<file path="src/rtl/dac_sample_feeder.sv">
// dac_sample_feeder: FIFO-buffered, fixed-rate sample pacer feeding a delta-sigma DAC.
// Define DAC_FEEDER_INTERP_EN for a linear ramp between samples; otherwise zero-order hold.
module dac_sample_feeder #(
   parameter int CLKS_PER_SAMPLE = 2048,
   parameter int DEPTH = 4,
   parameter int INTERP_LOG2 = 6
) (
   input  logic clk,
   input  logic rst,
   input  logic [15:0] s_data,
   input  logic s_valid,
   output logic s_ready,
   output logic sample_tick,
   output logic [15:0] sample_out,
   output logic [$clog2(DEPTH):0] fifo_level,
   output logic underflow
);
   localparam int AW = $clog2(DEPTH);
   localparam int CW = $clog2(CLKS_PER_SAMPLE);
   localparam logic [CW-1:0] CNT_LAST = CW'(CLKS_PER_SAMPLE - 1);

   if (CLKS_PER_SAMPLE < 4) begin : g_bad_cps
      $error("CLKS_PER_SAMPLE must be at least 4");
   end
   if (DEPTH < 2 || (1 << AW) != DEPTH) begin : g_bad_depth
      $error("DEPTH must be a power of 2, at least 2");
   end
   if ((1 << INTERP_LOG2) > CLKS_PER_SAMPLE - 1) begin : g_bad_interp
      $error("ramp length must fit inside one sample period");
   end

   logic [15:0] mem_q [DEPTH];
   logic [AW:0] wr_q, wr_d, rd_q, rd_d;
   logic [CW-1:0] cnt_q, cnt_d;
   logic [15:0] prev_q, prev_d, target_q, target_d, out_q, out_d;
   logic push, pop, full, empty;

   always_comb begin
      sample_tick = cnt_q == CNT_LAST;
      fifo_level = wr_q - rd_q;
      full = fifo_level == (AW+1)'(DEPTH);
      empty = wr_q == rd_q;
      s_ready = !full;
      push = s_valid && s_ready;
      pop = sample_tick && !empty;
      underflow = sample_tick && empty;
      cnt_d = sample_tick ? '0 : cnt_q + CW'(1);
      wr_d = push ? wr_q + (AW+1)'(1) : wr_q;
      rd_d = pop ? rd_q + (AW+1)'(1) : rd_q;
      prev_d = sample_tick ? target_q : prev_q;
      target_d = pop ? mem_q[rd_q[AW-1:0]] : target_q;
   end

`ifdef DAC_FEEDER_INTERP_EN
   localparam int PW = INTERP_LOG2 + 1;
   localparam int MW = PW + 18;
   localparam logic [PW-1:0] PH_MAX = PW'(1 << INTERP_LOG2);
   logic [PW-1:0] phase;
   logic signed [16:0] delta;
   logic signed [MW-1:0] step;
   // Floored step keeps the result between prev and target, so 16-bit wrap is safe.
   always_comb begin
      phase = (int'(cnt_q) >= (1 << INTERP_LOG2)) ? PH_MAX : PW'(cnt_q);
      delta = $signed({target_q[15], target_q}) - $signed({prev_q[15], prev_q});
      step = (MW'(delta) * MW'($signed({1'b0, phase}))) >>> INTERP_LOG2;
      out_d = prev_q + step[15:0];
   end
`else
   always_comb out_d = target_q;
`endif

   assign sample_out = out_q;

   always_ff @(posedge clk)
      if (push) mem_q[wr_q[AW-1:0]] <= s_data;

   always_ff @(posedge clk or posedge rst)
      if (rst) begin
         wr_q <= '0;
         rd_q <= '0;
         cnt_q <= '0;
         prev_q <= '0;
         target_q <= '0;
         out_q <= '0;
      end else begin
         wr_q <= wr_d;
         rd_q <= rd_d;
         cnt_q <= cnt_d;
         prev_q <= prev_d;
         target_q <= target_d;
         out_q <= out_d;
      end
endmodule

</file>
<file path="config.mk">
export PLATFORM = sky130hd
export DESIGN_NAME = dac_sample_feeder
export DESIGN_NICKNAME = d
export VERILOG_FILES = /design/src/rtl/dac_sample_feeder.sv
export SDC_FILE = /design/constraint.sdc
export NUM_CORES = 1
export LEC_CHECK = 0
export ABC_AREA = 1
export ABC_CLOCK_PERIOD_IN_PS = 5600
export CORE_UTILIZATION = 61
export DETAILED_ROUTE_END_ITERATION = 7
export HOLD_SLACK_MARGIN = 0.08
export PLACE_DENSITY = 0.84
export SETUP_SLACK_MARGIN = 0.5
export SLEW_MARGIN = 20
export SYNTH_ARGS = -nofsm -noshare
export SYNTH_HDL_FRONTEND = slang
export SYNTH_SLANG_ARGS = --single-unit
</file>
<file path="constraint.sdc">
create_clock -name clk -period 5.6 [get_ports clk]
set_clock_uncertainty 0.2 [all_clocks]
set_input_delay 1.12 -clock clk [delete_from_list [all_inputs] [get_ports clk]]
set_output_delay 1.12 -clock clk [all_outputs]
set_load 0.02 [all_outputs]
</file>
Word-level counts from Yosys, hierarchy flattened

Memory sizes are Yosys's and may differ from the RTL's. A register that Yosys moved wholly into a read port is not among the register bits.
Index checks and enable logic that the tools add are counted.

Register bits: 33
Bits in writable memories: 64
Bits of input ports: 19
Output and inout bits: 22
Word-level logic and storage cells: 20
Memories: 1

Memories:

| name  | depth | bits a word | rd ports | clocked after memory_dff | write ports | line | RTL |
|---|---|---|---|---|---|---|---|
| mem_q | 4     | 16          | 1        | 1                        | 1           | 32   | `logic [15:0] mem_q [DEPTH];` |

Add/subtract/negate cells: 4
Equal/unequal tests: 3
Muxes and demuxes: 3
Reduce and logical (&&, ||, !) cells: 5

Operators by type and width:

| operator                | number |
|---|---|
| $add A11 B1 Y11 const B | 1 |
| $eq A11 B11 Y1 const B  | 1 |
| $mux W11                | 1 |
| $add A3 B1 Y3 const B   | 2 |
| $eq A3 B3 Y1            | 1 |
| $eq A3 B3 Y1 const B    | 1 |
| $logic_and A1 B1 Y1     | 3 |
| $sub A3 B3 Y3           | 1 |
| $logic_not A1 Y1        | 2 |
| $mux W1                 | 2 |

Depth between registers and ports, before layout

Depth in word-level cells: 6
Mapped depth: 10
Gate-level depth less buffers: 9

Worst setup path before layout

OpenSTA, ideal clock, no wires.

Path kind: register to output
Start point: reg rd_q[1]
End point: out underflow
Arrival: 1.706 ns
Slack: 2.574 ns
Cell stages (with the launch flop): 7
Path buffers: 2
Cell sequence: dfrtp_1 > buf_2 > inv_2 > buf_4 > ha_1 > nand2_1 > nor3_1

Cells in the longest elaborated chain, start to end: 2

Ends and longest elaborated chain:

| element                | line | RTL |
|---|---|---|
| start, declared        | 33   | `logic [AW:0] wr_q, wr_d, rd_q, rd_d;` |
| start signal, assigned | 87   | `rd_q <= rd_d;` |
| $eq A3 B3 Y1           | 42   | `empty = wr_q == rd_q;` |
| $logic_and A1 B1 Y1    | 46   | `underflow = sample_tick && empty;` |
| end, declared          | 16   | `output logic underflow` |

Every way passes these cells.

Final worst setup path

Ends and elaborated chain as after synthesis.

==> metrics.log <==
[metrics] Final Total Pwr: 2360 uW
[metrics] die area: 0.00778 sq mm
[metrics] clock net sink count: 113
[metrics] fraction of power consumed by sequential logic: 0.435
[metrics] total inserted antenna cells: 0
[metrics] vias in the first global route: 2781
[metrics] number of design rule violations left after detail routing: 0
[metrics] power dissipated by switching net loads: 600 uW
[metrics] switching portion of total power: 0.254
[metrics] internal power: 1760 uW
[metrics] CP max stage delay: 0.81 ns
[metrics] total power divided by cell area: 423 mW/mm^2
[metrics] number of nets at the end of the flow: 475
[metrics] highest clock rate: 0.232 GHz
[metrics] gate count of the mapped netlist: 398
[metrics] CP Launch Type: flop
[metrics] post-CTS setup buffer count: 0
[metrics] commonest non-fill, non-tap cells in the layout: nand2_1, edfxtp_1, dfrtp_1
[metrics] status: finished, final reports clean
[metrics] clock network fraction of design power: 0.441
[metrics] logic gate share of total power: 0.125
[metrics] post-detailed-placement half-perimeter wirelength: 4900 microns
[metrics] largest area contributor in the synthesized netlist: edfxtp_1
[metrics] Synth top area share: 0.424
[metrics] total length of routed wires: 8260 microns
[metrics] net count after synthesis: 426
[metrics] Inserted Clock Buffers: 17
[metrics] Max clock buf depth: 2
[metrics] compound-gate portion of the synthesized area: 0.0792
[metrics] portion of the post-synthesis area used by sequential elements: 0.694
[metrics] number of H-tree levels: 4
[metrics] post-synthesis cell area: 0.00453 sq mm
[metrics] worst slew pin tran: 0.812 ns
[metrics] ys flop type: edfxtp_1
[metrics] Area growth syn-to-layout: 23.1%
[metrics] Post-synth EDFFs: 64
[metrics] most frequent standard cell in the layout excluding fill and tap cells: nand2_1
[metrics] initial core utilization: 0.628
[metrics] post-synthesis xor/xnor area fraction: 0.00966
[metrics] most area-consuming cells after synthesis: edfxtp_1, dfrtp_1, nand2_1
[metrics] worst-path cell chain: inv_2 > ha_1 > nand2_1 > nor3_1 > clkdlybuf4s50_1
[metrics] number of setup violations in the final report: 0
[metrics] clock transition at the registers of the reported paths: 0.05 ns
[metrics] number of placement rows: 31
[metrics] post-synthesis share of cell area spent on full adders, half adders and majority gates: 0.0265
[metrics] count of routing violations after the opening detailed-route iteration: 226
[metrics] core footprint: 0.00721 sq mm
[metrics] max-slew violation count: 0
[metrics] clock tree from TritonCTS: done
[metrics] Setup crit end kind: primary output
[metrics] vias: 2874
[metrics] maximum number of pins on one net before global-route repair: 53
[metrics] min cycle time layout: 4.32 ns
[metrics] max-cap violations: 0
[metrics] type of the tightest min-delay check: reg -> reg
[metrics] layout cells sized above 1: 0.102
[metrics] unique cell type count in the Yosys netlist: 30
[metrics] setup TNS: 0 ns
[metrics] CP max-delay cell: dfrtp_1
[metrics] proportion of synthesized area in mux cells: 0
[metrics] cts repair resizes: 0
[metrics] worst endpoint data arrival time: 3.00 ns
[metrics] standby leakage power: 0.00248 uW
[metrics] Vias/cell: 5.14
[metrics] root buffer selected by CTS: clkbuf_8
[metrics] Synth async-reset ratio: 0.434
[metrics] slew margin rel.: 0.458
[metrics] tightest hold margin: 0.167 ns
[metrics] total global routing track utilization: 0.244
[metrics] average cell area after synthesis: 11.4 sq um
[metrics] count of final hold-check violations: 0
[metrics] final core occ: 0.774
[metrics] WS Path Type: reg -> out
[metrics] I/O pin total: 41
[metrics] wire length per cell: 14.8 microns
[metrics] setup repair after global routing missed its margin: no
[metrics] gr ovfl total: 0
[metrics] worst endpoint required time: 4.28 ns
[metrics] post-synthesis sequential element count: 113
[metrics] die outline height: 88.2 microns
[metrics] final cycle utilization of the critical path: 0.771
[metrics] iteration count of the initial detailed-routing pass: 5
[metrics] quantity of hold-fixing buffers added after cts: 0
[metrics] yosys synthesis warning count: 0
[metrics] Max FO, Critical Path: 19
[metrics] simple logic cell fraction of the synthesized area: 0.134
[metrics] global-route wire length before repair: 13300 microns
[metrics] initial antenna violation count: 0
[metrics] final weighted congestion in routability-driven placement: 0.805
[metrics] number of buffers inserted by port buffering: 40
[metrics] largest family of logic cells by synthesized area: simple AND/OR/NAND/NOR gates
[metrics] clock latency reported for the late side of the worst-skew pair: 0.52 ns
[metrics] post-route ant nets: 0
[metrics] VDD IR max: 0.352 mV
[metrics] Die Span X: 88.2 microns
==> flip-flops by register name, indices dropped and copies added (netlist names) <==
| name | flops |
|---|---|
| mem_q | 64 |
| out_d | 16 |
| sample_out | 16 |
| cnt_q | 11 |
| rd_q | 3 |
| wr_q | 3 |
==> final timing paths <==
path / startpoint / slack [ns] / to / cells after the start
max: rd_q[1]$_DFFE_PP0P_ / 1.28 / underflow / 5
min: out_d[13]$_DFFE_PP0P_ / 0.17 / sample_out[13]$_DFF_PP0_ / 0
max reg2reg: rd_q[0]$_DFFE_PP0P_ / 2.65 / mem_q[3][9]$_DFFE_PP_ / 8
min reg2reg: out_d[13]$_DFFE_PP0P_ / 0.17 / sample_out[13]$_DFF_PP0_ / 0
max in group asynchronous: rst / 3.86 / sample_out[14]$_DFF_PP0_ / 2
min in group asynchronous: rst / 0.86 / out_d[8]$_DFFE_PP0P_ / 2
==> cell families after synthesis <==
logic type | Yosys count
adder cells (fa/ha/maj) | 9
buffers and inverters | 57
flip-flops | 113
AO/OA/AOI/OAI | 70
AND/OR/NAND/NOR | 144
XOR/XNOR | 5
==> metrics by stage <==
| stage | cells | setup WS, ns | area, sq um |
|---|---|---|---|
| after floorplan | 398 | 2.57 | 4530 |
| after global placement | 527 | 1.81 | 4990 |
| after detailed placement | 527 | 1.78 | 4990 |
| after CTS | 559 | 1.22 | 5580 |
| after global routing | 559 | 1.06 | 5580 |
| final | 559 | 1.28 | 5580 |
==> routing by layer <==
layer	track usage	vias up	wire length, microns
li1	-	1418	-
met1	0.295	1342	3370
met2	0.393	100	4310
met3	0.0782	14	454
met4	0.128	0	132
met5	0	-	0
==> cell usage after synthesis (4+ instances only) <==
| cell type | instances |
|---|---|
| o21ai_0 | 42 |
| inv_1 | 40 |
| ha_1 | 8 |
| nand2_1 | 78 |
| dfrtp_1 | 49 |
| nand2_2 | 4 |
| edfxtp_1 | 64 |
| nor2_1 | 44 |
| a21oi_1 | 17 |
| o21ai_1 | 8 |
| buf_2 | 4 |
| nand3_1 | 9 |
| xor2_1 | 4 |
==> final cells by class <==
type | count | area, sq um
clock buffers | 18 | 418
clock inverters | 14 | 166
fillers | 464 | 1630
inverters | 43 | 163
multi-input cells | 228 | 1130
flip-flops and latches | 113 | 3150
well taps | 99 | 124
repair buffers | 44 | 430
==> critical path, delay by kind of cell (launching register included) <==
family / cells / cell delay [ns]
buf+inv: 2 / 0.96
flops: 1 / 0.81
fa+ha+maj: 1 / 0.37
simple gates: 2 / 0.33
==> power by group through the flow <==
stage	clock, uW	combinational [uW]	sequential (uW)
finish	1040	294	1030
global route	1090	322	1030
CTS	1050	297	1030
detailed placement	0	291	1040
global placement	0	286	1040
floorplan	0	193	1030
(Power assumes the default switching activity.)
